`config.mk`:
```
export PLATFORM = sky130hd
export DESIGN_NAME = cp0_intr_ctrl
export DESIGN_NICKNAME = d
export VERILOG_FILES = /design/src/rtl/cp0_intr_ctrl.sv
export SDC_FILE = /design/constraint.sdc
export NUM_CORES = 1
export LEC_CHECK = 0
export CORE_MARGIN = 5
export CORE_UTILIZATION = 42
export CTS_CLUSTER_SIZE = 25
export DETAILED_ROUTE_END_ITERATION = 12
export PLACE_DENSITY = 0.87
export SETUP_SLACK_MARGIN = 0.3
export SLEW_MARGIN = 20
export SYNTH_ARGS = -nofsm -noshare
export SYNTH_HDL_FRONTEND = slang
export SYNTH_SLANG_ARGS = --single-unit
```
`constraint.sdc`:
```
create_clock -name clk -period 5.39 [get_ports clk]
set_input_delay 1.078 -clock clk [delete_from_list [all_inputs] [get_ports clk]]
set_output_delay 1.078 -clock clk [all_outputs]
set_load 0.005 [all_outputs]
```
`src/rtl/cp0_intr_ctrl.sv`:
```
// cp0_intr_ctrl: CP0 interrupt controller with edge-detected requests,
// fixed priority (highest channel index wins), a saved-PC/channel stack for
// nested handlers, and a small CP0 register window.
// Optional feature: define CP0_INTR_NEST_EN for DEPTH-level nesting with
// preemption by higher channels. Without it a single level is kept
// (one EPC) and a take requires an idle controller.
module cp0_intr_ctrl #(
    parameter int unsigned N_CH       = 3,
    parameter int unsigned DEPTH      = 4,
    parameter logic [31:0] VEC_BASE   = 32'h400,
    parameter logic [31:0] VEC_STRIDE = 32'h200
) (
    input  logic            clk,
    input  logic            rst_n,
    input  logic [N_CH-1:0] irq_in,
    input  logic            take_ok,
    input  logic [31:0]     resume_pc,
    input  logic            eret,
    input  logic            mtc0_we,
    input  logic [4:0]      mtc0_addr,
    input  logic [31:0]     mtc0_data,
    input  logic [4:0]      mfc0_addr,
    output logic [31:0]     mfc0_data,
    output logic            irq_take,
    output logic [31:0]     irq_vector,
    output logic [31:0]     epc,
    output logic [3:0]      depth
);

    localparam logic [4:0] ADDR_CAUSE = 5'h0c;
    localparam logic [4:0] ADDR_PEND  = 5'h0d;
    localparam logic [4:0] ADDR_EPC   = 5'h0e;
    localparam logic [4:0] ADDR_DIS   = 5'h16;
    localparam logic [4:0] ADDR_MASK  = 5'h17;

`ifdef CP0_INTR_NEST_EN
    localparam int unsigned EFF_DEPTH = DEPTH;
`else
    // Single handler level: one EPC entry, no preemption possible.
    localparam int unsigned EFF_DEPTH = (DEPTH > 1) ? 1 : DEPTH;
`endif

    logic [N_CH-1:0] sync_q, prev_q, irq_edge;
    logic [N_CH-1:0] pending_q, pending_d;
    logic [N_CH-1:0] mask_q, mask_d;
    logic            dis_q, dis_d;
    logic [3:0]      depth_q, depth_d;
    logic [2:0]      active_ch_q, active_ch_d;
    logic [31:0]     stack_pc_q [EFF_DEPTH];
    logic [31:0]     stack_pc_d [EFF_DEPTH];
    logic [2:0]      stack_ch_q [EFF_DEPTH];
    logic [2:0]      stack_ch_d [EFF_DEPTH];
    logic            cand_valid;
    logic [2:0]      cand_ch;
    logic [31:0]     top_pc;
    logic [2:0]      top_ch;

    assign irq_edge = sync_q & ~prev_q;

    // Highest-index pending and enabled channel is the candidate.
    always_comb begin
        // NOTE: every always_comb output gets a default first so no latch is inferred.
        cand_valid = 1'b0;
        cand_ch    = '0;
        for (int unsigned i = 0; i < N_CH; i++) begin
            if (pending_q[i] && mask_q[i]) begin
                cand_valid = 1'b1;
                cand_ch    = 3'(i);
            end
        end
    end

    // Top-of-stack entry (index depth-1); zero when the stack is empty.
    always_comb begin
        top_pc = '0;
        top_ch = '0;
        for (int unsigned i = 0; i < EFF_DEPTH; i++) begin
            if (depth_q == 4'(i + 1)) begin
                top_pc = stack_pc_q[i];
                top_ch = stack_ch_q[i];
            end
        end
    end

    // Take decision: eret always wins, full stack blocks, only higher channels preempt.
    always_comb begin
        irq_take = rst_n && cand_valid && !dis_q && take_ok && !eret
                   && (depth_q < 4'(EFF_DEPTH))
                   && ((depth_q == 4'd0) || (cand_ch > active_ch_q));
    end

    assign irq_vector = VEC_BASE + 32'(cand_ch) * VEC_STRIDE;
    assign epc        = top_pc;
    assign depth      = depth_q;

    // CP0 read port.
    always_comb begin
        mfc0_data = '0;
        case (mfc0_addr)
            ADDR_DIS:   mfc0_data = {31'b0, dis_q};
            ADDR_MASK:  mfc0_data = 32'(mask_q);
            ADDR_EPC:   mfc0_data = top_pc;
            ADDR_PEND:  mfc0_data = 32'(pending_q);
            ADDR_CAUSE: mfc0_data = {20'b0, depth_q, 5'b0, active_ch_q};
            default:    mfc0_data = '0;
        endcase
    end

    // Next state: CP0 writes first, then take/return, new edges last so set beats clear.
    always_comb begin
        pending_d   = pending_q;
        mask_d      = mask_q;
        dis_d       = dis_q;
        depth_d     = depth_q;
        active_ch_d = active_ch_q;
        stack_pc_d  = stack_pc_q;
        stack_ch_d  = stack_ch_q;

        if (mtc0_we) begin
            case (mtc0_addr)
                ADDR_DIS:  dis_d     = mtc0_data[0];
                ADDR_MASK: mask_d    = mtc0_data[N_CH-1:0];
                ADDR_PEND: pending_d = pending_q & ~mtc0_data[N_CH-1:0];
                ADDR_EPC: begin
                    for (int unsigned i = 0; i < EFF_DEPTH; i++) begin
                        if (depth_q == 4'(i + 1)) stack_pc_d[i] = mtc0_data;
                    end
                end
                default: ;
            endcase
        end

        if (irq_take) begin
            for (int unsigned i = 0; i < EFF_DEPTH; i++) begin
                if (depth_q == 4'(i)) begin
                    stack_pc_d[i] = resume_pc;
                    stack_ch_d[i] = active_ch_q;
                end
            end
            depth_d     = depth_q + 4'd1;
            active_ch_d = cand_ch;
            for (int unsigned i = 0; i < N_CH; i++) begin
                if (cand_ch == 3'(i)) pending_d[i] = 1'b0;
            end
        end else if (eret && (depth_q != 4'd0)) begin
            depth_d     = depth_q - 4'd1;
            active_ch_d = top_ch;
        end

        pending_d = pending_d | irq_edge;
    end

    // State registers with synchronous active-low reset.
    always_ff @(posedge clk) begin
        // NOTE: sequential state uses non-blocking assignments so all flops update together.
        if (!rst_n) begin
            sync_q      <= '0;
            prev_q      <= '0;
            pending_q   <= '0;
            mask_q      <= '1;
            dis_q       <= 1'b0;
            depth_q     <= '0;
            active_ch_q <= '0;
            // NOTE: the stack is small and a reset mid-handler must discard it, so it is reset.
            for (int unsigned i = 0; i < EFF_DEPTH; i++) begin
                stack_pc_q[i] <= '0;
                stack_ch_q[i] <= '0;
            end
        end else begin
            sync_q      <= irq_in;
            prev_q      <= sync_q;
            pending_q   <= pending_d;
            mask_q      <= mask_d;
            dis_q       <= dis_d;
            depth_q     <= depth_d;
            active_ch_q <= active_ch_d;
            stack_pc_q  <= stack_pc_d;
            stack_ch_q  <= stack_ch_d;
        end
    end

endmodule

```
# Word level (Yosys, flattened, before mapping)
# Cells that the tools add are included.
# W data, S select, Z words.
# op_classes
bitwise_logic,5
order_cmp,2
n_addsub,3
mux,23
n_eq_ne,12
reduce_logical,20
# ops
op,count
$mux W32,6
$pmux W32 S5,1
$eq A5 B4 Y1 const B,5
$mux W3,7
$eq A5 B5 Y1 const B,4
$add A11 B12 Y13 const A,1
$logic_and A1 B1 Y1,10
$mux W4,2
$mux W1,7
$and A3 B3 Y3,2
$not A3 Y3,2
$reduce_and A2 Y1,3
$add A4 B1 Y4 const B,1
$eq A4 B1 Y1 const B,1
$logic_not A4 Y1,1
$lt A4 B1 Y1 const B,1
$reduce_bool A4 Y1,1
$sub A4 B1 Y4 const B,1
$eq A3 B1 Y1 const B,1
$eq A3 B2 Y1 const B,1
$gt A3 B3 Y1,1
$logic_not A3 Y1,1
$or A3 B3 Y3,1
$logic_not A1 Y1,2
other kinds (2),2
# word_totals
elab_cells,74
reg_bits,55

# Longest topological paths before layout
# Gate-level depths: netlist of the first run.
# depth
word_depth,12
mapped_depth,9
ltp_nobuf,8

# Worst setup path after synthesis of the first run
# No wires, ideal clock.
# synth_timing
kind,input-to-output
from,input mfc0_addr[4]
to,output mfc0_data[10]
required_ns,4.312
slack_ns,2.072
path_stages,4
t_arrival_ns,2.240
path_cell_list,nand3b_1 -> nor4b_1 -> clkbuf_1 -> a22o_1
# synth_between
elab_chain_cells,2
# synth_rtl
element,line_no,text
start: declaration,22,"input logic [4:0] mfc0_addr,"
$eq A5 B4 Y1 or $eq A5 B5 Y1 (tied branches),99,case (mfc0_addr)
$pmux W32 S5 *,99,
end: declaration,23,"output logic [31:0] mfc0_data,"
# Every way passes the cells marked *; elsewhere a longest branch is shown, timed or not.

# Worst setup path in the final report of the first run
# layout_timing
from,input mfc0_addr[3]
to,output mfc0_data[2]
# Same word-level chain as after synthesis.

==> flow_summary.rst, run 1 <==
.. list-table::
   :header-rows: 1

   * - Metric
     - Value
   * - Leakage
     - 1.783 nW
   * - Buffer depth of the longest clock path
     - 2
   * - CP startpoint kind
     - primary input
   * - Number of buffers inserted during clock tree synthesis
     - 5
   * - Overflow left after global routing
     - 0
   * - Unrepaired setup endpoints after global routing
     - false
   * - Detailed router's first-iteration violation count
     - between 70 and 80
   * - Detailed-routed wire length on met3
     - 941 µm
   * - Number of storage elements in the synthesis netlist
     - 55
   * - Detailed-routing iteration count for the pre-antenna-repair pass
     - 4
   * - Area share of and/or/nand/nor cells after synthesis
     - 23.58%
   * - Core region area
     - 0.007687 mm²
   * - Period utilization
     - approximately four fifths
   * - Area of the multi-input gates
     - about 0.0019 mm²
   * - Syn Inst Count
     - 389
   * - IR Drop Worst-Case VDD
     - 0.2026 mV
   * - Data arrival time of the worst path
     - 3230 ps
   * - Metal-1 WL
     - 3881 µm
   * - Minimum clock period after layout
     - 4306 ps
   * - Clock latency at the later pin of the worst-skew pair
     - around 300 ps
   * - Number of max-cap violations
     - 0
   * - Actual transition at the worst max-transition pin
     - 1041 ps
   * - Die Footprint
     - 0.009702 mm²
   * - Yosys warning count
     - 0
   * - GRT Overall Usage
     - 19.50%
   * - Share of synthesized area spent on multiplexers
     - approximately 12%
   * - Mean routed wirelength per cell
     - 15.97 µm
   * - Worst reg2reg path depth
     - 6
   * - First-pass GRT wire length
     - 15,550 µm
   * - Number of buffers inserted for hold repair after clock tree synthesis
     - 0
   * - Number of I/O port buffers
     - 153
   * - Async set-or-reset flop fraction in the synthesized netlist
     - 0%
   * - Classification of the worst-slack hold path
     - register to register
   * - Drc violations
     - 0
   * - Compound-gate portion of the synthesized area
     - between 15 and 20%
   * - Final Util
     - around 63%
   * - CTS tree
     - done
   * - Syn avg cell area
     - 8.456 µm²
   * - Worst reg2reg path startpoint
     - depth[0]
   * - Worst Path Max Fanout
     - 7
   * - Dominant combinational cell family by area after synthesis
     - simple AND/OR/NAND/NOR gates
   * - Relative slew slack
     - ~30%
   * - Share of synthesized cell area in full adder, half adder and majority cells
     - 1.902%
   * - X dimension of the die
     - 98.50 µm
   * - Vias
     - 3,220
   * - Detail Route met2 WL
     - 5066 µm
   * - Root Buffer
     - sky130_fd_sc_hd__clkbuf_8
   * - Routed wire length
     - 10,050 µm
   * - Number of enable-type register cells in the synthesized netlist
     - 0
   * - Upper clock frequency limit
     - 232.2 MHz
   * - Post-placement worst setup slack
     - 1100 ps
   * - Number of core rows
     - 32
   * - Highest routing layer actually used
     - met4
   * - I/O Pins
     - 183
   * - Power Density
     - 219.9 mW/mm²
   * - Hold Vio Cnt, Final
     - 0
   * - Initial Utilization
     - roughly 43%
   * - Antenna violations before repair
     - 0
   * - Sequential-to-total area share from yosys stat
     - 33.47%
   * - Post-CTS setup repair buffer count
     - 0
   * - Chip height
     - just under 100 µm
   * - FF-to-FF setup slack
     - 2620 ps
   * - Count of clock tree sinks
     - 55
   * - Final net count
     - 614
   * - Number of distinct library cell variants in the gate-level netlist after synthesis
     - 44
   * - Sum Neg Setup Slack
     - 0 ps
   * - Number of inserted diodes
     - 0
   * - Worst endpoint required time
     - between 4000 and 5000 ps
   * - Endpoint of the worst-slack reg-to-reg timing path
     - stack_pc_q[9]
   * - Register Area
     - 0.001101 mm²
   * - Post-synth top flop
     - sky130_fd_sc_hd__dfxtp_1
   * - Crit end category
     - primary output
   * - Vias per Instance
     - about 5
   * - Count of pins over their slew limit
     - 0
   * - Final RePlAce weighted congestion
     - 0.9167
   * - Synthesized-area fraction occupied by xor and xnor cells
     - 0%
   * - Largest clock skew in the final design
     - 13.76 ps
   * - # fillers
     - 692
   * - Worst setup path endpoint
     - mfc0_data[2]
   * - Worst setup path start
     - mfc0_addr[3]
   * - Post-route ant nets
     - 0
   * - Post-route worst setup slack
     - roughly 1100 ps
   * - Number of gates given a new drive strength after cts
     - 0
   * - Run status
     - finished clean
   * - Total setup violations reported at the end of the flow
     - 0
   * - Clk slew on worst S/H paths
     - 100 ps
   * - Fraction of final layout cells sized beyond drive strength 1
     - between 3 and 4%
   * - Maximum level of the CTS H-tree
     - 2
   * - Via count of the first global-routing pass
     - 3,128
   * - Pin count of the biggest net entering global routing
     - 68
   * - Cell area after technology mapping
     - 0.003289 mm²
   * - Area growth, synth to finish
     - 46.86%
   * - Startpoint-to-endpoint class of the critical path
     - primary input to primary output
   * - DP Wirelength
     - 7788 µm
## state kept, by name, indices dropped and copies added, names as in the netlist
name,count
stack_ch_q,3
stack_pc_q,32
prev_q,3
sync_q,3
active_ch_q,3
depth,4
pending_q,3
dis_q,1
mask_q,3
## cells in the final DEF (no fill, tap or decap), types with 6 or more instances in the layout
cell,synthesis,routed
sky130_fd_sc_hd__clkdlybuf4s50_1,0,152
sky130_fd_sc_hd__and2_1,66,66
sky130_fd_sc_hd__dfxtp_1,55,55
sky130_fd_sc_hd__mux2i_1,37,37
sky130_fd_sc_hd__a21oi_1,36,36
sky130_fd_sc_hd__o21ai_0,35,35
sky130_fd_sc_hd__conb_1,1,29
sky130_fd_sc_hd__nand2_1,17,17
sky130_fd_sc_hd__inv_1,10,10
sky130_fd_sc_hd__nand3_1,8,8
sky130_fd_sc_hd__a22o_1,6,6
sky130_fd_sc_hd__nand4_1,6,6
## layer usage
metal | global-route usage [%] | vias to the layer above
met5 | 0 | -
met1 | 22.27 | 1459
met2 | 36.35 | 161
met3 | 5.096 | 21
li1 | - | 1579
met4 | 4.097 | 0
## final cells by class
type	instances	share of cell area, %
repair buffers	158	32.38
well taps	102	2.642
flip-flops and latches	55	22.79
inverters	10	0.7770
clock inverters	2	0.2849
multi-input cells	297	39.70
clock buffers	5	1.425
## where the power goes
group,internal (mW),switching [mW]
Sequential,0.446,0.0492
Clock,0.0893,0.130
Combinational,0.169,0.179
Total,0.704,0.358
## critical path, cell delays in order
cell	delay (ps)
sky130_fd_sc_hd__clkdlybuf4s50_1	480
sky130_fd_sc_hd__nand3b_1	140
sky130_fd_sc_hd__nor3_1	710
sky130_fd_sc_hd__a22oi_1	180
sky130_fd_sc_hd__nand2_1	130
sky130_fd_sc_hd__clkdlybuf4s50_1	500
## stage by stage
stage,std cells,hold WS (ps),area (µm²),power (mW)
after CTS,629,478.5,4831,1.070
after global routing,629,513.2,4831,1.133
after detailed placement,622,454.3,4748,0.8481
final,629,475.0,4831,1.062
after floorplan,417,426.9,3395,0.6925
after global placement,622,435.3,4748,0.8345
## cells by family after synthesis
| kind of cell | count (synthesis) |
|---|---|
| other | 1 |
| muxes | 38 |
| buffers and inverters | 65 |
| AOI/OAI and AO/OA | 99 |
| adders and majority gates | 5 |
| and+or+nand+nor | 126 |
| DFF | 55 |
## cells in the mapped netlist (2+ instances only)
master | n | share of area [%]
sky130_fd_sc_hd__a21oi_1 | 36 | 5.5
sky130_fd_sc_hd__clkbuf_1 | 17 | 1.9
sky130_fd_sc_hd__nor3_1 | 4 | 0.61
sky130_fd_sc_hd__o21ai_0 | 35 | 5.3
sky130_fd_sc_hd__a22o_1 | 6 | 1.6
sky130_fd_sc_hd__a21boi_0 | 3 | 0.68
sky130_fd_sc_hd__buf_4 | 29 | 6.6
sky130_fd_sc_hd__nand3b_1 | 3 | 0.68
sky130_fd_sc_hd__nand4_1 | 6 | 1.1
sky130_fd_sc_hd__o31ai_1 | 2 | 0.46
sky130_fd_sc_hd__o211ai_1 | 2 | 0.46
sky130_fd_sc_hd__nand2_1 | 17 | 1.9
sky130_fd_sc_hd__nor4b_1 | 2 | 0.53
sky130_fd_sc_hd__a31oi_1 | 4 | 0.76
sky130_fd_sc_hd__dfxtp_1 | 55 | 33
sky130_fd_sc_hd__inv_1 | 10 | 1.1
sky130_fd_sc_hd__nand3_1 | 8 | 1.2
sky130_fd_sc_hd__buf_2 | 5 | 0.76
sky130_fd_sc_hd__nor2b_1 | 5 | 0.95
sky130_fd_sc_hd__a22oi_1 | 5 | 1.1
sky130_fd_sc_hd__and2_1 | 66 | 13
sky130_fd_sc_hd__and4b_1 | 3 | 0.91
sky130_fd_sc_hd__mux2i_1 | 37 | 11
sky130_fd_sc_hd__and3_1 | 2 | 0.38
sky130_fd_sc_hd__buf_6 | 4 | 1.4
sky130_fd_sc_hd__ha_1 | 5 | 1.9
## worst min path at each step
stage,from,endpoint,cells after the start
final,stack_ch_q[1],stack_ch_q[1],2
after global routing,stack_ch_q[2],stack_ch_q[2],2
after CTS,sync_q[0],prev_q[0],1
after detailed placement,sync_q[0],prev_q[0],1
after global placement,sync_q[1],prev_q[1],1
after floorplan,sync_q[1],prev_q[1],1
Power figures use the tool's default switching activity.
==> run 2: changes to the inputs <==
Settings changed: CORE_UTILIZATION 42 to 35, PLACE_DENSITY 0.87 to 0.78.
Clock period 5.39 ns to 3.5 ns, I/O delays scaled along.
==> run 2 against run 1 <==
Flip-flop and latch count is the same. Clock power grew 74%. Via count grew 0.37%. Critical path type unchanged. Register-to-register slack lost 1500 ps.
==> flow_summary.rst, run 2 (synthesized netlist as in run 1, its figures left out) <==
.. list-table::
   :header-rows: 1

   * - Metric
     - Value
   * - Chip height
     - 106.9 µm
   * - Number of buffers inserted for hold repair after clock tree synthesis
     - 0
   * - Routed wire length
     - between 10,000 and 15,000 µm
   * - Relative slew slack
     - 59.18%
   * - Drc violations
     - 0
   * - Count of pins over their slew limit
     - 0
   * - GRT Overall Usage
     - between 15 and 20%
   * - DP Wirelength
     - 7746 µm
   * - Overflow left after global routing
     - 0
   * - Largest clock skew in the final design
     - roughly 14 ps
   * - Upper clock frequency limit
     - 304.3 MHz
   * - Detailed-routing iteration count for the pre-antenna-repair pass
     - 4
   * - Vias
     - around 3,200
   * - Register with the highest flop count
     - stack_pc_q
   * - Period utilization
     - between 90% and 100%
   * - Leakage
     - between 2 and 2.5 nW
   * - Worst stage delay on the critical path
     - 500 ps
   * - Pin count of the biggest net entering global routing
     - 68
   * - Post-placement worst setup slack
     - roughly 130 ps
   * - Minimum clock period after layout
     - 3287 ps
   * - Final RePlAce weighted congestion
     - 0.7749
   * - Fraction of final layout cells sized beyond drive strength 1
     - 7.948%
   * - Crit end category
     - primary output
   * - Hold Vio Cnt, Final
     - 0
   * - Initial Utilization
     - 35.77%
   * - Worst path most repeated cell
     - sky130_fd_sc_hd__clkdlybuf4s50_1
   * - Vias per Instance
     - 4.957
   * - Final Util
     - 54.53%
   * - Flip-flop count of the largest register, all copies and words added
     - 32
   * - Worst setup path start
     - eret
   * - Classification of the worst-slack hold path
     - register to register
   * - Total setup violations reported at the end of the flow
     - 0
   * - Instance area after placement
     - 0.004810 mm²
   * - Endpoint of the worst-slack reg-to-reg timing path
     - stack_pc_q[24]
   * - Startpoint of the tightest hold check path
     - stack_ch_q[1]
   * - Antenna violations before repair
     - 0
   * - Worst Hold Slack
     - ~470 ps
   * - Root Buffer
     - sky130_fd_sc_hd__clkbuf_8
   * - Maximum level of the CTS H-tree
     - 2
   * - Post-route ant nets
     - 0
   * - Core region area
     - 0.009196 mm²
   * - Count of clock tree sinks
     - between 50 and 60
   * - Worst reg2reg path depth
     - 8
   * - Cell type of the slowest stage on the worst timing path
     - sky130_fd_sc_hd__clkdlybuf4s50_1
   * - Power Density
     - 339.1 mW/mm²
   * - Overall power consumption
     - 1.701 mW
   * - CTS tree
     - done
   * - Startpoint-to-endpoint class of the critical path
     - primary input to primary output
   * - I/O Pins
     - 183
   * - FF-to-FF setup slack
     - 1150 ps
   * - Hold-critical path depth
     - 2
   * - Clock latency at the later pin of the worst-skew pair
     - approximately 320 ps
   * - Number of I/O port buffers
     - between 150 and 200
   * - Leading cell type in the layout, fill and taps excluded
     - sky130_fd_sc_hd__clkdlybuf4s50_1
   * - Worst reg2reg path startpoint
     - depth[1]
   * - Via count of the first global-routing pass
     - 3,118
   * - Run status
     - finished clean
   * - Number of inserted diodes
     - 0
   * - Buffer depth of the longest clock path
     - 2
   * - Area growth, synth to finish
     - 52.45%
   * - X dimension of the die
     - 106.9 µm
   * - Data arrival time of the worst path
     - 2590 ps
   * - Number of core rows
     - 35
   * - Post-route worst setup slack
     - around 210 ps
   * - Number of max-cap violations
     - 0
   * - Die Footprint
     - 0.01144 mm²
   * - IR Drop Worst-Case VDD
     - 0.2506 mV
   * - Actual transition at the worst max-transition pin
     - between 600 and 700 ps
   * - CP startpoint kind
     - primary input
   * - Sum Neg Setup Slack
     - 0 ps
   * - Hold Path Sink
     - stack_ch_q[1]
   * - First-pass GRT wire length
     - 15,650 µm
   * - Number of buffers inserted during clock tree synthesis
     - 5
   * - List of cells traversed by the critical path
     - clkdlybuf4s50_1 > or4b_1 > nor3_1 > and2_4 > clkdlybuf4s50_1
   * - Number of placed instances, taps included
     - 636
   * - Detailed router's first-iteration violation count
     - 142
   * - Leading cell types in the layout, fill and taps excluded
     - sky130_fd_sc_hd__clkdlybuf4s50_1, sky130_fd_sc_hd__and2_1, sky130_fd_sc_hd__dfxtp_1
   * - Mean routed wirelength per cell
     - roughly 16 µm
   * - Finished Cell Area
     - 0.005015 mm²
   * - Worst Path Max Fanout
     - 4
   * - Clk slew on worst S/H paths
     - 120 ps
   * - Final net count
     - 627
   * - Worst endpoint required time
     - ~2800 ps
   * - Final instance count without filler cells
     - 652
   * - Unrepaired setup endpoints after global routing
     - true
==> run 2: cell types whose count changed in the layout (fill, tap and decap cells not counted), moves of 2 or more <==
cell and change:
sky130_fd_sc_hd__clkdlybuf4s50_1 -16, sky130_fd_sc_hd__buf_4 +9, sky130_fd_sc_hd__dlymetal6s2s_1 +9, sky130_fd_sc_hd__dlygate4sd2_1 +6, sky130_fd_sc_hd__dfxtp_1 -3, sky130_fd_sc_hd__dfxtp_2 +3
sky130_fd_sc_hd__and2_1 -2, sky130_fd_sc_hd__buf_6 +2, sky130_fd_sc_hd__inv_6 +2
==> run 2: worst max path at each step <==
stage / end / slack (ps) / depth (start not counted)
6_report: irq_take / 210 / 5
5_1_grt: irq_take / 70 / 8
4_1_cts: irq_take / 160 / 8
3_5_place_dp: mfc0_data[16] / 130 / 6
3_3_place_gp: mfc0_data[21] / 190 / 6
2_1_floorplan: irq_take / 790 / 8
==> run 2: area by class of cell <==
cell class / instances / area, µm²
Timing Repair Buffer: 171 / 1699
Inverter: 10 / 37.54
Clock inverter: 3 / 26.28
Fill cell: 885 / 4182
Clock buffer: 5 / 68.82
Tap cell: 111 / 138.9
Multi-Input combinational cell: 297 / 1939
Sequential cell: 55 / 1105
==> run 2: power by group <==
group	switching [mW]	leakage (nW)	internal, mW
Sequential	0.0704	0.448	0.690
Combinational	0.280	1.53	0.278
Clock	0.234	0.0491	0.148
==> run 2: critical path: cells and delay by family <==
kind / cells / cell delay, ps
AND/OR/NAND/NOR: 3 / 960
buffers and inverters: 2 / 930
==> run 2: metal layers <==
layer  part of all wire (%)  wire length [µm]  GRT usage [%]
met5                      0                 0              0
met4                    1.4               148          4.110
met1                     43              4513          20.85
met3                    7.3               766          4.094
met2                     49              5124          29.77
==> run 2: what timing repair did <==
| action | 4_1_cts | 5_1_grt |
|---|---|---|
| resized for setup | 10 | 23 |
| setup endpoints to repair | 33 | 32 |
| gates cloned | 0 | 1 |
| setup buffers | 4 | 3 |
| pin swaps | 0 | 1 |
| endpoints found under the hold margin | 0 | 0 |
==> run 3: changes to the inputs <==
Settings changed: MAX_ROUTING_LAYER set to met4.
==> run 3 against run 2 <==
Die area unchanged. Cell count did not move. Critical path depth stayed put. Wire length is essentially flat. Critical path type unchanged.
==> flow_summary.rst, run 3 (synthesized netlist as in run 1, its figures left out) <==
.. list-table::
   :header-rows: 1

   * - Metric
     - Value
   * - Detailed-routed wire length on met3
     - 650 µm
   * - FF-to-FF setup slack
     - ~1100 ps
   * - Data arrival time of the worst path
     - 2580 ps
   * - Crit end category
     - primary output
   * - Detail Route met2 WL
     - about 5200 µm
   * - Number of inserted diodes
     - 0
   * - Worst stage delay on the critical path
     - about 500 ps
   * - DP Wirelength
     - 7746 µm
   * - Endpoint of the worst-slack reg-to-reg timing path
     - stack_pc_q[24]
   * - IR Drop Worst-Case VDD
     - 0.2505 mV
   * - Largest clock skew in the final design
     - ~17 ps
   * - Worst setup path start
     - eret
   * - Final net count
     - 627
   * - Leading cell types in the layout, fill and taps excluded
     - sky130_fd_sc_hd__clkdlybuf4s50_1, sky130_fd_sc_hd__and2_1, sky130_fd_sc_hd__dfxtp_1
   * - Total setup violations reported at the end of the flow
     - 0
   * - Startpoint-to-endpoint class of the critical path
     - primary input to primary output
   * - Maximum level of the CTS H-tree
     - 2
   * - X dimension of the die
     - 106.9 µm
   * - Number of placed instances, taps included
     - 636
   * - Sum Neg Setup Slack
     - 0 ps
   * - Worst path most repeated cell
     - sky130_fd_sc_hd__clkdlybuf4s50_1
   * - Initial Utilization
     - 35.77%
   * - Post-placement worst setup slack
     - 128.8 ps
   * - Minimum clock period after layout
     - 3277 ps
   * - Die Footprint
     - 0.01144 mm²
   * - Flip-flop count of the largest register, all copies and words added
     - 32
   * - Detailed router's first-iteration violation count
     - roughly 140
   * - Overflow left after global routing
     - 0
   * - Post-route ant nets
     - 0
   * - Overall power consumption
     - 1.701 mW
   * - Worst Hold Slack
     - approximately 470 ps
   * - Antenna violations before repair
     - 0
   * - Worst Path Max Fanout
     - 4
   * - Drc violations
     - 0
   * - Instance area after placement
     - 0.004810 mm²
   * - Number of buffers inserted during clock tree synthesis
     - 5
   * - Final RePlAce weighted congestion
     - 0.7855
   * - Pin count of the biggest net entering global routing
     - 68
   * - Vias
     - between 3,000 and 4,000
   * - Number of I/O port buffers
     - 153
   * - Root Buffer
     - sky130_fd_sc_hd__clkbuf_8
   * - Leading cell type in the layout, fill and taps excluded
     - sky130_fd_sc_hd__clkdlybuf4s50_1
   * - Number of core rows
     - 35
   * - Via count of the first global-routing pass
     - 3,127
   * - Unrepaired setup endpoints after global routing
     - true
   * - Leakage
     - 2.029 nW
   * - I/O Pins
     - approximately 180
   * - # fillers
     - between 800 and 900
   * - Power Density
     - 339.3 mW/mm²
   * - Finished Cell Area
     - 0.005014 mm²
   * - Worst reg2reg path startpoint
     - depth[1]
   * - Actual transition at the worst max-transition pin
     - about 610 ps
   * - Count of clock tree sinks
     - 55
   * - Final Util
     - a little over half
   * - Clock latency at the later pin of the worst-skew pair
     - 320 ps
   * - Routed wire length
     - 10,550 µm
   * - Number of buffers inserted for hold repair after clock tree synthesis
     - 0
   * - Worst endpoint required time
     - 2800 ps
   * - Worst reg2reg path depth
     - 8
   * - CP startpoint kind
     - primary input
   * - List of cells traversed by the critical path
     - clkdlybuf4s50_1 > or4b_1 > nor3_1 > and2_4 > clkdlybuf4s50_1
   * - Area growth, synth to finish
     - 52.42%
   * - GRT Overall Usage
     - 17.41%
   * - Period utilization
     - a little over nine tenths
   * - Vias per Instance
     - 4.975
   * - Register with the highest flop count
     - stack_pc_q
   * - Classification of the worst-slack hold path
     - register to register
   * - Mean routed wirelength per cell
     - 16.17 µm
   * - Number of max-cap violations
     - 0
   * - Upper clock frequency limit
     - 305.1 MHz
   * - Core region area
     - 0.009196 mm²
   * - Detailed-routing iteration count for the pre-antenna-repair pass
     - 4
   * - Final instance count without filler cells
     - 652
   * - Worst setup path endpoint
     - irq_take
   * - Clk slew on worst S/H paths
     - about 120 ps
   * - Post-route worst setup slack
     - 222.5 ps
   * - Fraction of final layout cells sized beyond drive strength 1
     - 7.763%
   * - Metal-1 WL
     - 4587 µm
   * - Hold Vio Cnt, Final
     - 0
   * - Run status
     - finished clean
   * - Cell type of the slowest stage on the worst timing path
     - sky130_fd_sc_hd__clkdlybuf4s50_1
   * - First-pass GRT wire length
     - 15,640 µm
   * - Count of pins over their slew limit
     - 0
   * - Startpoint of the tightest hold check path
     - stack_ch_q[1]
   * - Buffer depth of the longest clock path
     - 2
   * - Chip height
     - 106.9 µm
   * - Relative slew slack
     - 59.10%
   * - Highest routing layer actually used
     - met4
   * - CTS tree
     - done
[run 3: cell counts in the layout (fill, tap and decap cells not counted)]
Identical to the previous run, type by type.
[run 3: final cells by class]
class | count | area [µm²] | area share [%]
Multi-Input combinational cell | 297 | 1938 | 38.66
Clock buffer | 5 | 68.82 | 1.373
Tap cell | 111 | 138.9 | 2.770
Timing Repair Buffer | 171 | 1699 | 33.89
Inverter | 10 | 37.54 | 0.7487
Sequential cell | 55 | 1105 | 22.04
Clock inverter | 3 | 26.28 | 0.5241
[run 3: power breakdown]
part | internal (mW) | switching (mW) | total, mW | leakage (nW)
combinational | 0.278 | 0.280 | 0.558 | 1.53
sequential | 0.690 | 0.0708 | 0.761 | 0.448
clock | 0.148 | 0.234 | 0.382 | 0.0491
total | 1.12 | 0.585 | 1.70 | 2.03
[run 3: worst max-delay path: cells and delay by family]
| kind | cells | cell delay [ps] |
|---|---|---|
| buf+inv | 2 | 920 |
| simple gates | 3 | 960 |
[run 3: how the worst min path moves through the flow]
stage                                to  slack [ps]  cells after the start
after floorplan               prev_q[1]         430                      1
after global placement        prev_q[1]         440                      1
after detailed placement      prev_q[1]         450                      1
after CTS                 stack_ch_q[1]         480                      2
after global routing          prev_q[0]         490                      1
final                     stack_ch_q[1]         470                      2
[run 3: timing repair]
action | in CTS | in global routing
pin swaps | 0 | 1
endpoints found under the setup margin | 33 | 32
resized for setup | 10 | 22
gates cloned | 0 | 1
buffers inserted | 4 | 3
[run 3: layer usage]
metal,track usage [%],up-vias
li1,-,1602
met1,21.14,1503
met2,29.68,131
met3,3.672,8
met4,4.110,0
met5,-,-
==> RTL edit 1, RTL diff (settings of run 2) <==
The option `CP0_INTR_NEST_EN` is turned on by a define.
--- a/src/rtl/cp0_intr_ctrl.sv
+++ b/src/rtl/cp0_intr_ctrl.sv
@@ -4,6 +4,8 @@
 // Optional feature: define CP0_INTR_NEST_EN for DEPTH-level nesting with
 // preemption by higher channels. Without it a single level is kept
 // (one EPC) and a take requires an idle controller.
+`define CP0_INTR_NEST_EN
+
 module cp0_intr_ctrl #(
     parameter int unsigned N_CH       = 3,
     parameter int unsigned DEPTH      = 4,
Function: changed (Yosys sat finds a counterexample within 4 cycles, from zero or initial values and one cycle with rst_n low).
==> RTL edit 1 against run 2 <==
- die area rose to 2.6 times the old value
- area after synthesis rose to 2.8 times the old value
- cell count is 140% higher
- largest power group is now combinational logic
- sequential cell count increased by 105
- synthesized cell count increased to 2.6 times the old value
- combinational power rose to 4.7 times the old value
- worst setup slack worse by 0.029 ns
- register-to-register slack got worse by 0.74 ns
- critical path depth is 4 higher
- cell area rose to 2.5 times the old value
- wire length grew to 3.3 times the old value
- total power increased to 3.8 times the old value
==> RTL edit 1: results (changes against run 2) <==
** Outcome
- Outcome: completed (unchanged).

** Routing
- Router iterations before antenna repair :: 6 (was 4)
- Total vias in the final route :: 9343 (was 3232)
- The routed length per placed instance came to 22.9 microns (was 16.2 microns).
- The initial DRC count came to 1039 (was 142).
- The vias per cell came to 6.07 (was 4.96).

** Synth
- Commonest cells in the netlist :: sky130_fd_sc_hd__dfxtp_1, sky130_fd_sc_hd__a21oi_1, sky130_fd_sc_hd__mux2i_1 (was sky130_fd_sc_hd__and2_1, sky130_fd_sc_hd__dfxtp_1, sky130_fd_sc_hd__mux2i_1)
- Most area-consuming cells after synthesis: sky130_fd_sc_hd__dfxtp_1, sky130_fd_sc_hd__mux2i_1, sky130_fd_sc_hd__a21oi_1 (was sky130_fd_sc_hd__dfxtp_1, sky130_fd_sc_hd__and2_1, sky130_fd_sc_hd__mux2i_1).
- Part of the Yosys area used for sequential elements :: 0.351 (was 0.335)
- Cell count after synthesis :: 1028 (was 389)

** STA
- The largest clock skew in the final design came to 0.0120 ns (was 0.0137 ns).
- The relative slew slack came to 0.484 (was 0.592).

** Setup path
- Worst setup slack for register-to-register paths :: 0.41 ns (was 1.15 ns)
- The source of the worst register-to-register timing path is pending_q[2] (was depth[1]).
- The critical path data arrival time came to 2.62 ns (was 2.59 ns).
- The startpoint of the most critical setup path is depth[1] (was eret).
- The top fanout value on the critical path is 6 (was 4).
- The terminus of the critical flop-to-flop path was stack_ch_q[4] (was stack_pc_q[24]).
- Family with the most delay on the worst path :: buffers and inverters (was simple AND/OR/NAND/NOR gates)

** Clocking
- The clock-pin slew on the worst setup and hold paths came to 0.07 ns (was 0.12 ns).
- Later-pin clock latency in the skew report :: 0.43 ns (was 0.32 ns)
- The TritonCTS buffer count is 17 (was 5).
- The clock tree root driver cell is sky130_fd_sc_hd__clkbuf_16 (was sky130_fd_sc_hd__clkbuf_8).
- CTS HTree Levels :: 4 (was 2)

** Place
- Detailed placer's ending HPWL :: 19700 microns (was 7750 microns)
- The cell total after placement was 1448 (was 636).
- Placed inst area :: 10900 sq um (was 4810 sq um)
- Last weighted congestion value of the routability-driven placer :: 0.880 (was 0.775)

** Hold path
- The number of cells traversed by the worst hold path was 1 (was 2).
- The startpoint of the lowest-slack hold path is prev_q[0] (was stack_ch_q[1]).
- Sink of the worst hold path :: pending_q[0] (was stack_ch_q[1])

** Global routing
- The total routing resource utilization after global routing is 0.229 (was 0.170).
- The wire length of the first global-routing pass is 52500 microns (was 15600 microns).
- The largest net degree at the start of global routing was 108 (was 68).
- The via count of the first global-routing pass is 9058 (was 3118).
- Initial antenna violation count :: 5 (was 0)

** Cells and area
- The fraction of layout instances using a drive strength above 1 is 0.221 (was 0.0795).
- The fill cell total of the finished layout came to 2356 (was 885).
- Fin nets :: 1277 (was 627)

** Pwr
- The net switching power is 2.51 mW (was 0.585 mW).
- Maximum vdd ir drop :: 0.564 mV (was 0.251 mV)
[RTL edit 1: power by group through the flow]
stage,Sequential (mW),Combinational [mW],Clock [mW]
floorplan,1.99,1.10,0
global placement,2.04,1.86,0
detailed placement,2.04,1.89,0
CTS,2.02,2.41,1.82
global route,2.04,2.71,1.90
finish,2.03,2.60,1.80
[RTL edit 1: per-stage QoR]
stage | worst slack (ns) | hold WS (ns) | util
4_1_cts | 0.195 | 0.423 | 0.483
3_5_place_dp | -0.0387 | 0.412 | 0.423
3_3_place_gp | 0.0414 | 0.405 | 0.423
2_1_floorplan | 0.647 | 0.399 | -
6_report | 0.185 | 0.421 | 0.494
5_1_grt | 0.139 | 0.458 | 0.494
[RTL edit 1: per-layer routing]
| metal | part of all wire | routed length (microns) | global-route usage |
|---|---|---|---|
| met5 | 0.0016 | 55 | 0 |
| met4 | 0.029 | 1020 | 0.0816 |
| met2 | 0.47 | 16500 | 0.374 |
| met1 | 0.40 | 14200 | 0.301 |
| met3 | 0.095 | 3350 | 0.0473 |
[RTL edit 1: timing repair]
| action | in CTS | in global routing |
|---|---|---|
| pin swaps | 35 | 14 |
| endpoints found under the hold margin | 0 | 0 |
| gates cloned | 15 | 0 |
| setup buffers | 32 | 10 |
| setup endpoints to repair | 65 | 57 |
| resized for setup | 162 | 96 |
| hold buffers | 0 | 0 |
[RTL edit 1: kinds of logic after synthesis]
logic type                 after synthesis  share of synthesized area
DFF                                    160                      0.351
AOI/OAI and AO/OA                      414                      0.306
other                                    1                   0.000411
muxes                                  146                      0.160
buffers and inverters                  149                     0.0843
and+or+nand+nor                        151                     0.0885
xor gates and xnor gates                 1                   0.000961
adders and majority gates                6                    0.00823
[RTL edit 1: area by class of cell]
type	instances	area (sq um)	share of cell area
diodes	1	2.50	0.000196
clock buffers	18	439	0.0344
clock inverters	14	126	0.00990
inverters	10	45.0	0.00353
multi-input cells	747	5850	0.458
flip-flops and latches	160	3210	0.252
well taps	335	419	0.0328
repair buffers	253	2670	0.209
[RTL edit 1: how the worst max path moves through the flow]
stage	endpoint	slack [ns]	cells after the start
floorplan	mfc0_data[12]	0.65	7
global placement	mfc0_data[11]	0.04	6
detailed placement	mfc0_data[16]	-0.04	7
CTS	epc[30]	0.20	7
global route	mfc0_data[16]	0.14	9
finish	mfc0_data[16]	0.18	9
==> RTL edit 2, RTL diff (config.mk and constraints of run 2) <==
Without the edit above. Put a register stage on the output `mfc0_data`. The value now appears one clock later. The other outputs are not delayed to match.
--- a/src/rtl/cp0_intr_ctrl.sv
+++ b/src/rtl/cp0_intr_ctrl.sv
@@ -32,6 +32,8 @@
     localparam logic [4:0] ADDR_EPC   = 5'h0e;
     localparam logic [4:0] ADDR_DIS   = 5'h16;
     localparam logic [4:0] ADDR_MASK  = 5'h17;
+
+    logic [31:0] mfc0_data_d;
 
 `ifdef CP0_INTR_NEST_EN
     localparam int unsigned EFF_DEPTH = DEPTH;
@@ -95,14 +97,14 @@
 
     // CP0 read port.
     always_comb begin
-        mfc0_data = '0;
+        mfc0_data_d = '0;
         case (mfc0_addr)
-            ADDR_DIS:   mfc0_data = {31'b0, dis_q};
-            ADDR_MASK:  mfc0_data = 32'(mask_q);
-            ADDR_EPC:   mfc0_data = top_pc;
-            ADDR_PEND:  mfc0_data = 32'(pending_q);
-            ADDR_CAUSE: mfc0_data = {20'b0, depth_q, 5'b0, active_ch_q};
-            default:    mfc0_data = '0;
+            ADDR_DIS:   mfc0_data_d = {31'b0, dis_q};
+            ADDR_MASK:  mfc0_data_d = 32'(mask_q);
+            ADDR_EPC:   mfc0_data_d = top_pc;
+            ADDR_PEND:  mfc0_data_d = 32'(pending_q);
+            ADDR_CAUSE: mfc0_data_d = {20'b0, depth_q, 5'b0, active_ch_q};
+            default:    mfc0_data_d = '0;
         endcase
     end
 
@@ -179,5 +181,9 @@
         end
     end
 
+    always_ff @(posedge clk) begin
+        mfc0_data <= mfc0_data_d;
+    end
+
 endmodule
 
Behaviour: not the same (Yosys sat finds a counterexample within 4 cycles, from zero or initial values and one cycle with rst_n low).
==> RTL edit 2 against run 2 <==
- sequential cell count grew 32
- critical path depth grew 1
- total power grew 56%
- cell area grew 19%
- worst setup slack gained 0.19 ns
- wire length grew 9.4%
- clock skew shrank 0.0040 ns
- area after synthesis grew 23%
- largest power group unchanged
- highest routed layer unchanged
==> RTL edit 2: results (changes against run 2) <==
** Outcome
- Outcome :: completed (unchanged)

** Global routing
- The met1 global-route usage is 0.201 (was 0.208).
- The initial antenna violation count came to 0 (unchanged).
- The wire length of the first global-routing pass came to 18600 microns (was 15600 microns).
- GRT Resource Usage Total :: 0.164 (was 0.170)
- Met3 Usage GRT :: 0.0409 (about the same)
- The global-route track usage on met2 is 0.275 (was 0.298).

** STA
- Worst clock skew :: 0.00968 ns (was 0.0137 ns)
- Rel. slew slack :: 0.406 (was 0.592)

** Cells and area
- The count of inserted antenna diode cells was 0 (unchanged).
- Proportion of layout cells with a drive suffix above 1 :: 0.130 (was 0.0795)
- The fill cell total of the finished layout came to 1030 (was 885).
- Fin nets :: 657 (was 627)

** Clocking
- The TritonCTS buffer count is 9 (was 5).
- The H-tree depth came to 3 (was 2).
- The clock-pin slew on the worst setup and hold paths came to 0.07 ns (was 0.12 ns).
- Master cell of the clock root buffer :: sky130_fd_sc_hd__clkbuf_16 (was sky130_fd_sc_hd__clkbuf_8)
- Clk buf depth :: 2 (unchanged)
- Later-pin clock latency in the skew report :: 0.34 ns (was 0.32 ns)

** Pwr
- Maximum vdd ir drop :: 0.258 mV (was 0.251 mV)
- Static Leak :: 2.24 nW (was 2.03 nW)

** Synth
- Commonest cells in the netlist :: sky130_fd_sc_hd__dfxtp_1, sky130_fd_sc_hd__and2_1, sky130_fd_sc_hd__nor2_1 (was sky130_fd_sc_hd__and2_1, sky130_fd_sc_hd__dfxtp_1, sky130_fd_sc_hd__mux2i_1)
- The commonest register cell after synthesis was sky130_fd_sc_hd__dfxtp_1 (unchanged).
- Yosys cell types :: 45 (was 44)
- The warning count from the yosys run was 0 (unchanged).
- Part of the Yosys area used for sequential elements :: 0.431 (was 0.335)
- Post-Synth Adder-Cell Area :: 0.0155 (was 0.0190)
- Most area-consuming cells after synthesis :: sky130_fd_sc_hd__dfxtp_1, sky130_fd_sc_hd__and2_1, sky130_fd_sc_hd__a211oi_2 (was sky130_fd_sc_hd__dfxtp_1, sky130_fd_sc_hd__and2_1, sky130_fd_sc_hd__mux2i_1)
- XOR/XNOR share of the synthesized area :: 0 (unchanged)
- The share of flip-flops with an asynchronous set or reset was 0 (unchanged).
- Post-synthesis compound-gate area fraction :: 0.151 (was 0.175)
- Mux share of post-synthesis cell area :: 0.0920 (was 0.116)

** Routing
- The initial DRC count was 198 (was 142).
- Wire length reported by the detailed router :: 11500 microns (was 10600 microns)
- Router iterations before antenna repair :: 4 (unchanged)
- Total vias in the final route :: 3479 (was 3232)

** Setup path
- Largest stage delay, worst path :: 0.52 ns (was 0.50 ns)
- Largest fanout on the critical path :: 32 (was 4)
- Cell at the slowest stage of the critical path :: sky130_fd_sc_hd__clkdlybuf4s50_1 (unchanged)

** Place
- Detailed placer's ending HPWL :: 8430 microns (was 7750 microns)
- The instance area at placement came to 5630 sq um (was 4810 sq um).
- Last weighted congestion value of the routability-driven placer :: 0.826 (was 0.775)
- Quantity of I/O buffers inserted on ports :: 153 (unchanged)

** Hold path
- Class of the tightest hold or removal check :: flop to flop (unchanged)
## RTL edit 2: cell types whose count changed after synthesis, sizes merged, moves of 6 or more
| cell | change |
|---|---|
| nor2 | +39 |
| a211oi | +33 |
| a21oi | -32 |
| dfxtp | +32 |
| o21ai | -30 |
| nand2 | +7 |
| nand4 | -6 |
## RTL edit 2: routing by layer
metal | up-vias | part of all wire
met5 | - | 0
met4 | 0 | 0.023
met3 | 17 | 0.065
met2 | 150 | 0.48
met1 | 1622 | 0.43
li1 | 1690 | -
## RTL edit 2: kinds of logic after synthesis
group | after synthesis
other | 1
flip-flops | 87
adder cells (fa/ha/maj) | 5
AND/OR/NAND/NOR | 163
multiplexers | 37
AO/OA/AOI/OAI | 62
buffers and inverters | 60
## RTL edit 2: worst max-delay path: cells and delay by family (launching register included)
kind	cells	cell delay, ns
adders and majority gates	1	0.18
buffers and inverters	3	0.97
DFF	1	0.41
and+or+nand+nor	2	0.48
## RTL edit 2: path summary, 6_finish.rpt
path	start	to	slack [ns]	cells after the start
max	depth[1]	epc[4]	0.40	6
min	prev_q[1]	pending_q[1]	0.42	1
max reg2reg	depth[1]	stack_pc_q[15]	0.78	10
min reg2reg	prev_q[1]	pending_q[1]	0.42	1
## RTL edit 2: where the power goes
group          switching [mW]  leakage (nW)  internal (mW)
Clock                   0.405         0.151          0.562
Sequential             0.0573         0.704           1.05
Combinational           0.298          1.39          0.286
Total                   0.760          2.24           1.90
## RTL edit 2: final cells by class
cell class                 count  area share
clock buffer                   9      0.0377
clock inverter                 7      0.0132
inverter                       8     0.00523
multi-input combinational    296       0.347
sequential                    87       0.291
tap                          143      0.0299
timing repair buffer         168       0.275
## RTL edit 2: repair_timing
item,4_1_cts,5_1_grt
endpoints found under the setup margin,1,33
resized for setup,5,2
setup buffers,2,0
hold buffers,0,0
pin swaps,1,0
## RTL edit 2: stage by stage
step | util | cells | setup WS (ns)
6_report | 0.526 | 718 | 0.405
5_1_grt | 0.526 | 718 | 0.286
4_1_cts | 0.525 | 718 | 0.350
3_5_place_dp | 0.495 | 700 | 0.123
3_3_place_gp | 0.495 | 700 | 0.166
2_1_floorplan | - | 443 | 0.963
